$ cat src/rtl/text_render_pkg.sv
//----------------------------------------------------------------------------
// Module  : text_render_pkg
// Brief   : Shared palette, font-size codes and pipeline depth for the text
//           pixel render stage.
// Rev     : 1.0  initial release
//----------------------------------------------------------------------------
`default_nettype none

package text_render_pkg;

  localparam logic [11:0] PALETTE [0:15] = '{
    12'h000, 12'hFFF, 12'h0F0, 12'hF00,
    12'h00F, 12'h0FF, 12'hF0F, 12'h888,
    12'hF80, 12'h08F, 12'h8F0, 12'hF08,
    12'h444, 12'hCCC, 12'h800, 12'hFF0
  };

  localparam logic [1:0] FS_X1 = 2'd1;
  localparam logic [1:0] FS_X2 = 2'd2;

  localparam int RENDER_LAT = 3;

  // Unsupported size codes fall back to the native cell.
  function automatic logic [2:0] glyph_col(input logic [3:0] px, input logic [1:0] fs);
    glyph_col = (fs == FS_X2) ? px[3:1] : px[2:0];
  endfunction

endpackage

`default_nettype wire

$ cat src/rtl/blink_frame_counter.sv
//----------------------------------------------------------------------------
// Module  : blink_frame_counter
// Brief   : Counts falling edges of an active-low vsync; wraps at 2^WIDTH.
// Rev     : 1.0  initial release
//----------------------------------------------------------------------------
`default_nettype none

module blink_frame_counter #(
  parameter int WIDTH = 5
) (
  input  logic             clk,
  input  logic             reset,
  input  logic             vsync,
  output logic [WIDTH-1:0] count
);

  logic             r_vs_prev;
  logic [WIDTH-1:0] r_count;

  // Previous value resets high so the idle-high sync after reset never counts.
  always_ff @(posedge clk) begin
    if (reset) begin
      r_vs_prev <= 1'b1;
      r_count   <= '0;
    end else begin
      r_vs_prev <= vsync;
      if (r_vs_prev && !vsync)
        r_count <= r_count + WIDTH'(1);
    end
  end

  assign count = r_count;

endmodule

`default_nettype wire

$ cat src/rtl/text_pixel_render.sv
//----------------------------------------------------------------------------
// Module  : text_pixel_render
// Brief   : Glyph bit select, palette lookup and sync alignment (3-clock pipe).
//           Optional blink of palette index 15 under macro TEXT_BLINK_EN.
// Rev     : 1.0  initial release
//----------------------------------------------------------------------------
`default_nettype none

module text_pixel_render
  import text_render_pkg::*;
#(
  parameter logic [11:0] BG_RGB     = 12'h000,
  parameter int          BLINK_LOG2 = 5
) (
  input  logic        clk,
  input  logic        reset,
  input  logic [9:0]  pixelx,
  input  logic        video_on,
  input  logic        hsync_in,
  input  logic        vsync_in,
  input  logic        dp,
  input  logic [3:0]  color_addr,
  input  logic [1:0]  font_size,
  input  logic [7:0]  rom_data,
  output logic [11:0] rgb,
  output logic        hsync,
  output logic        vsync
);

  logic [3:0]  r_px_a, r_px_b;
  logic        r_von_a, r_von_b;
  logic        r_hs_a, r_hs_b, r_hs_c;
  logic        r_vs_a, r_vs_b, r_vs_c;
  logic        r_dp_b;
  logic [3:0]  r_ca_b;
  logic [1:0]  r_fs_b;
  logic [11:0] r_rgb;

  logic [2:0]  w_col;
  logic        w_glyph;
  logic        w_blink;
  logic [11:0] w_rgb;
  logic        w_unused;

  assign w_unused = ^{pixelx[9:4], BLINK_LOG2[0]};

  // Syncs idle high in reset so the connector never sees a spurious pulse.
  always_ff @(posedge clk) begin
    if (reset) begin
      r_px_a  <= '0;
      r_von_a <= 1'b0;
      r_hs_a  <= 1'b1;
      r_vs_a  <= 1'b1;
      r_px_b  <= '0;
      r_von_b <= 1'b0;
      r_hs_b  <= 1'b1;
      r_vs_b  <= 1'b1;
      r_dp_b  <= 1'b0;
      r_ca_b  <= '0;
      r_fs_b  <= '0;
      r_rgb   <= 12'h000;
      r_hs_c  <= 1'b1;
      r_vs_c  <= 1'b1;
    end else begin
      r_px_a  <= pixelx[3:0];
      r_von_a <= video_on;
      r_hs_a  <= hsync_in;
      r_vs_a  <= vsync_in;
      r_px_b  <= r_px_a;
      r_von_b <= r_von_a;
      r_hs_b  <= r_hs_a;
      r_vs_b  <= r_vs_a;
      r_dp_b  <= dp;
      r_ca_b  <= color_addr;
      r_fs_b  <= font_size;
      r_rgb   <= w_rgb;
      r_hs_c  <= r_hs_b;
      r_vs_c  <= r_vs_b;
    end
  end

`ifdef TEXT_BLINK_EN
  logic [BLINK_LOG2-1:0] w_frame;

  blink_frame_counter #(
    .WIDTH (BLINK_LOG2)
  ) u_blink_frame_counter (
    .clk   (clk),
    .reset (reset),
    .vsync (r_vs_b),
    .count (w_frame)
  );

  assign w_blink = w_frame[BLINK_LOG2-1];
`else
  assign w_blink = 1'b0;
`endif

  always_comb begin
    w_col   = glyph_col(r_px_b, r_fs_b);
    w_glyph = rom_data[3'd7 - w_col];
    w_rgb   = BG_RGB;
    if (!r_von_b)
      w_rgb = 12'h000;
    else if (r_dp_b && w_glyph)
      w_rgb = (r_ca_b == 4'hF && w_blink) ? BG_RGB : PALETTE[r_ca_b];
  end

  assign rgb   = r_rgb;
  assign hsync = r_hs_c;
  assign vsync = r_vs_c;

endmodule

`default_nettype wire

$ cat config.mk
export PLATFORM = sky130hd
export DESIGN_NAME = text_pixel_render
export DESIGN_NICKNAME = d
export VERILOG_FILES = /design/src/rtl/text_render_pkg.sv /design/src/rtl/blink_frame_counter.sv /design/src/rtl/text_pixel_render.sv
export SDC_FILE = /design/constraint.sdc
export NUM_CORES = 1
export LEC_CHECK = 0
export CAP_MARGIN = 40
export CELL_PAD_IN_SITES_DETAIL_PLACEMENT = 0
export CELL_PAD_IN_SITES_GLOBAL_PLACEMENT = 2
export CORE_MARGIN = 1
export CORE_UTILIZATION = 41
export CTS_BUF_LIST = sky130_fd_sc_hd__clkbuf_4 sky130_fd_sc_hd__clkbuf_8
export DETAILED_ROUTE_END_ITERATION = 8
export DONT_BUFFER_PORTS = 1
export PLACE_DENSITY = 0.95
export SKIP_CTS_REPAIR_TIMING = 1
export SLEW_MARGIN = 20
export SYNTH_ARGS = -nofsm -noshare
export SYNTH_HDL_FRONTEND = slang
export SYNTH_SLANG_ARGS = --single-unit
export TNS_END_PERCENT = 20
$ cat constraint.sdc
create_clock -name clk -period 2.9 [get_ports clk]
set_input_delay 0.58 -clock clk [delete_from_list [all_inputs] [get_ports clk]]
set_output_delay 0.58 -clock clk [all_outputs]
set_load 0.005 [all_outputs]
# After elaboration in Yosys (flattened, before gate mapping)
# Memories as Yosys holds them, arrays and structs flattened. A register that Yosys moved wholly into a read port is not among the register bits.
# Index checks and enable logic that the tools add are counted.
[totals]
ff_bits = 23
inputBits = 30
memories = 1
out_inout_bits = 14
rom_bits = 192
[mem_list]
columns = ["memory", "words", "word_bits", "read_ports", "rd_ports_with_merged_regs", "write_ports", "line_no", "source"]
rows = [
  ["(no name shown)", 16, 12, 1, 1, 0, "text_pixel_render.sv:106", "w_rgb = (r_ca_b == 4'hF && w_blink) ? BG_RGB : PALETTE[r_ca_b];"],
]
[classes]
reduce_logical = 2
mux = 3
n_bitwise = 3
magnitude_cmp = 1
n_eq_ne = 1
add_sub_neg = 1
[ops]
columns = ["cell", "count"]
rows = [
  ["$not 4->5", 1],
  ["$lt 3x4->1 const B", 1],
  ["$bmux 1 s3", 1],
  ["$mux 3", 1],
  ["$reduce_or 3->1", 1],
  ["$sub 3x3->3 const A", 1],
  ["$eq 2x2->1 const B", 1],
  ["$not 1->1", 2],
  ["$logic_and 1x1->1", 1],
  ["$mux 1", 1],
]

# Longest topological paths before layout
[logic_depth]
ltp_word = 8
mapped_depth = 7

# Least setup slack after synthesis
# OpenSTA, ideal clock, no wires.
[synth_path]
path_kind = "input port to flip-flop"
from = "input rom_data[5]"
to = "register r_rgb[11] (netlist: rgb[11])"
n_path_buf = 1
required_ns = 2.814
path_slack_ns = 1.066
cell_stages = 6
t_arrival_ns = 1.748
cell_sequence = "and3b_1 > o22ai_1 > o211a_1 > or4_4 > buf_6 > a221oi_2"
[synth_via]
elab_chain_cells = 5
[synth_rtl]
columns = ["element", "line_no", "source"]
rows = [
  ["start, declared", "text_pixel_render.sv:24", "input logic [7:0] rom_data,"],
  ["$bmux 1 s3", "text_pixel_render.sv:101", "w_glyph = rom_data[3'd7 - w_col];"],
  ["$mux 1 (not written as such)", "text_pixel_render.sv:101", ""],
  ["$logic_and 1x1->1", "text_pixel_render.sv:105", "else if (r_dp_b && w_glyph)"],
  ["$not 1->1 (no line)", "n/a", ""],
  ["$reduce_or 3->1 (no line)", "n/a", ""],
  ["end, declared", "text_pixel_render.sv:37", "logic [11:0] r_rgb;"],
]
# Every way passes these cells. The select of a mux whose other input is x is not followed.
# A chain may end at the register's enable or synchronous reset.

# Worst setup path after layout
[layout_path]
from = "register r_fs_b[1]"
to = "register r_rgb[11] (netlist: rgb[11])"
[layout_via]
elab_chain_cells = 8
[layout_rtl]
columns = ["element", "line_no", "source"]
rows = [
  ["start, declared", "text_pixel_render.sv:36", "logic [1:0] r_fs_b;"],
  ["start signal, assigned", "text_pixel_render.sv:75", "r_fs_b <= font_size;"],
  ["$eq 2x2->1", "text_render_pkg.sv:25", "glyph_col = (fs == FS_X2) ? px[3:1] : px[2:0];"],
  ["$mux 3", "text_render_pkg.sv:25", ""],
  ["$sub 3x3->3", "text_pixel_render.sv:101", ""],
  ["$bmux 1 s3", "text_pixel_render.sv:101", ""],
  ["$mux 1 (not written as such)", "text_pixel_render.sv:101", ""],
  ["$logic_and 1x1->1", "text_pixel_render.sv:105", ""],
  ["$not 1->1 (no line)", "n/a", ""],
  ["$reduce_or 3->1 (no line)", "n/a", ""],
]
# Every way passes these cells. The select of a mux whose other input is x is not followed.

==> metrics <==
fin cells=190; DRT Pass-1 Iters=4; largest net degree at the start of global routing=26; most common cell after layout, fill and taps aside=dfxtp_1; cts bufs inserted=5; final clock skew=0.01743 ns; placed instance count=182; Synth area leader=dfxtp_1; WL final=2123 µm; Final Cell Area=0.001473 mm²; final worst-path cycle share=71.46%; relative slew slack=68.69%; Die ar.=0.003675 mm²; HPWL Detailed=1564 µm; Final Critical Period=2.072 ns; floorplan row count=20; Worst VDD drop=0.0002845 V; most frequent cells in the layout=dfxtp_1, nor2b_1, nand2_1; top cells by area, synth=dfxtp_1, nor2b_1, ha_1; Post-Syn Instances=148; IO Port Bufs=0; Seq cells post-synth=32; CP Capture Type=register; Pleak=0.0006000 µW; Synth Area per Inst=9.519 µm²; Synth Warn #=0; Vias=896; Sw Ratio=21.67%; root buffer cell=clkbuf_4; RSZ-0062 raised after global routing=no; H-tree depth=2; FMAX=482.6 MHz; startpoint types=register; critical setup path kind=register to register; Die X=60.62 µm; DRC errors left=0; P_sw=187.4 µW; Reg power frac=54.1%; Max Cap Viol=0; # IOs=44; Slew @ Worst Pin=0.4687 ns; Setup TNS=0 ns; Overflow after GRT=0; # clock sinks=32; DR vias/cell=4.716; antenna violations before repair=0; detailed router's first-iteration violation count=16; internal power=677.4 µW; clk slew on worst S/H paths=0.10 ns; area post-placement=0.001393 mm²; Core Region=0.003153 mm²; clk buf depth=2; Hold Crit Class=input pin to register; status=completed; global-route wire length before repair=3422 µm; top cell type's share of synthesized area=45.47%; CP required=3.15 ns; Gate power share=7.4%; area grow syn2layout=4.529%; share of layout cells above drive strength 1=13.70%; Synth cell types=33; Die H=60.62 µm; WL/cell=11.17 µm; GRT Total Usage=13.17%; endpoints failing setup=0; sequential share of the synthesized area=45.47%; Mapped Area=0.001409 mm²; Skew-Pair Late Insertion Delay=0.33 ns; Antenna diodes=0; CTS tree=built; Final Hold Fails=0; antenna-violating nets left=0; fillcell total=326; cell area power density=587.2 mW/mm²; CP max FO=9; synthesized net count=185; number of global-route vias before repair=763; crit path DAT=2.32 ns; Nets=182; Final GP Congestion=0.7105; Initial Utilization=44.68%; Clock power frac=38.5%; Pins Over Slew Limit=0
synth_stat cells:
| library cell | instances |
|---|---|
| dfxtp_1 | 32 |
| nor2b_1 | 21 |
| nand2_1 | 16 |
| a21oi_1 | 10 |
| inv_1 | 8 |
| ha_1 | 7 |
| or2_2 | 6 |
| clkbuf_1 | 4 |
| mux2i_1 | 4 |
| nor2_1 | 4 |
| nor3_1 | 4 |
| buf_4 | 3 |
| buf_6 | 3 |
| nand2b_1 | 3 |
| a211oi_1 | 2 |
| a21boi_0 | 2 |
| o21ai_0 | 2 |
| o22ai_1 | 2 |
| a2111oi_2 | 1 |
| a211o_1 | 1 |
| a221oi_2 | 1 |
| a2bb2oi_1 | 1 |
| a31oi_2 | 1 |
| and3b_1 | 1 |
| mux2_4 | 1 |
| nand3_1 | 1 |
| o2111a_1 | 1 |
| o211a_1 | 1 |
| o21a_1 | 1 |
| o21ai_2 | 1 |
| o21bai_1 | 1 |
| o22a_1 | 1 |
| or4_4 | 1 |
through the flow:
stage               hold slack, ns  power [µW]  util (%)  setup WS [ns]
global placement            0.3909       540.1     44.17         0.8896
floorplan                   0.3895       537.3         -          1.066
finish                      0.3060       864.8     46.71         0.8278
detailed placement          0.3946       542.2     44.17         0.8375
CTS                         0.2883       878.3     46.71         0.8215
global route                0.2780       909.4     46.71         0.6465
power by group through the flow:
stage	Sequential, µW	Combinational [µW]	Clock [µW]
finish	468	63.9	333
global route	471	72.3	366
CTS	468	64.0	346
detailed placement	478	63.8	0
global placement	478	62.5	0
floorplan	472	65.2	0
flip-flops by register name (all words and copies together) (netlist names):
signal,flops
r_px_b,4
vsync,1
r_vs_a,1
r_px_a,4
hsync,1
r_fs_b,2
r_ca_b,4
r_von_a,1
r_von_b,1
rgb,9
r_dp_b,1
r_hs_b,1
r_vs_b,1
r_hs_a,1
routing by layer:
metal	track usage [%]	share of wire, %
met5	0	0
met1	17.41	50
met2	17.90	42
met4	6.169	1.3
met3	6.397	6.9
path summary, 6_finish.rpt:
| path | startpoint | endpoint | slack [ns] | cells after the start |
|---|---|---|---|---|
| max | r_fs_b[1] | rgb[11] | 0.83 | 5 |
| min | reset | r_ca_b[2] | 0.31 | 1 |
| max reg2reg | r_fs_b[1] | rgb[11] | 0.83 | 5 |
| min reg2reg | r_hs_b | hsync | 0.42 | 1 |
logic make-up after synthesis:
logic type                 after synthesis  share of synthesized area [%]
AOI/OAI and AO/OA                       29                          15.36
and+or+nand+nor                         57                          21.85
DFF                                     32                          45.47
muxes                                    5                          3.907
adders and majority gates                7                          6.216
buffers and inverters                   18                          7.193
worst max-delay path, stage by stage, from the launching register on:
cell	delay (ns)
dfxtp_1	0.35
nor2b_1	0.42
mux2i_1	0.27
a211oi_1	0.11
or4_4	0.59
a221oi_2	0.27
final cells by class:
type                       count  area [µm²]  area share (%)
multi-input combinational     98       666.9           45.28
sequential                    32       640.6           43.50
tap                           44       55.05           3.738
clock buffer                   6       45.04           3.059
clock inverter                 2       35.03           2.379
inverter                       8       30.03           2.039
(Power assumes the default switching activity.)
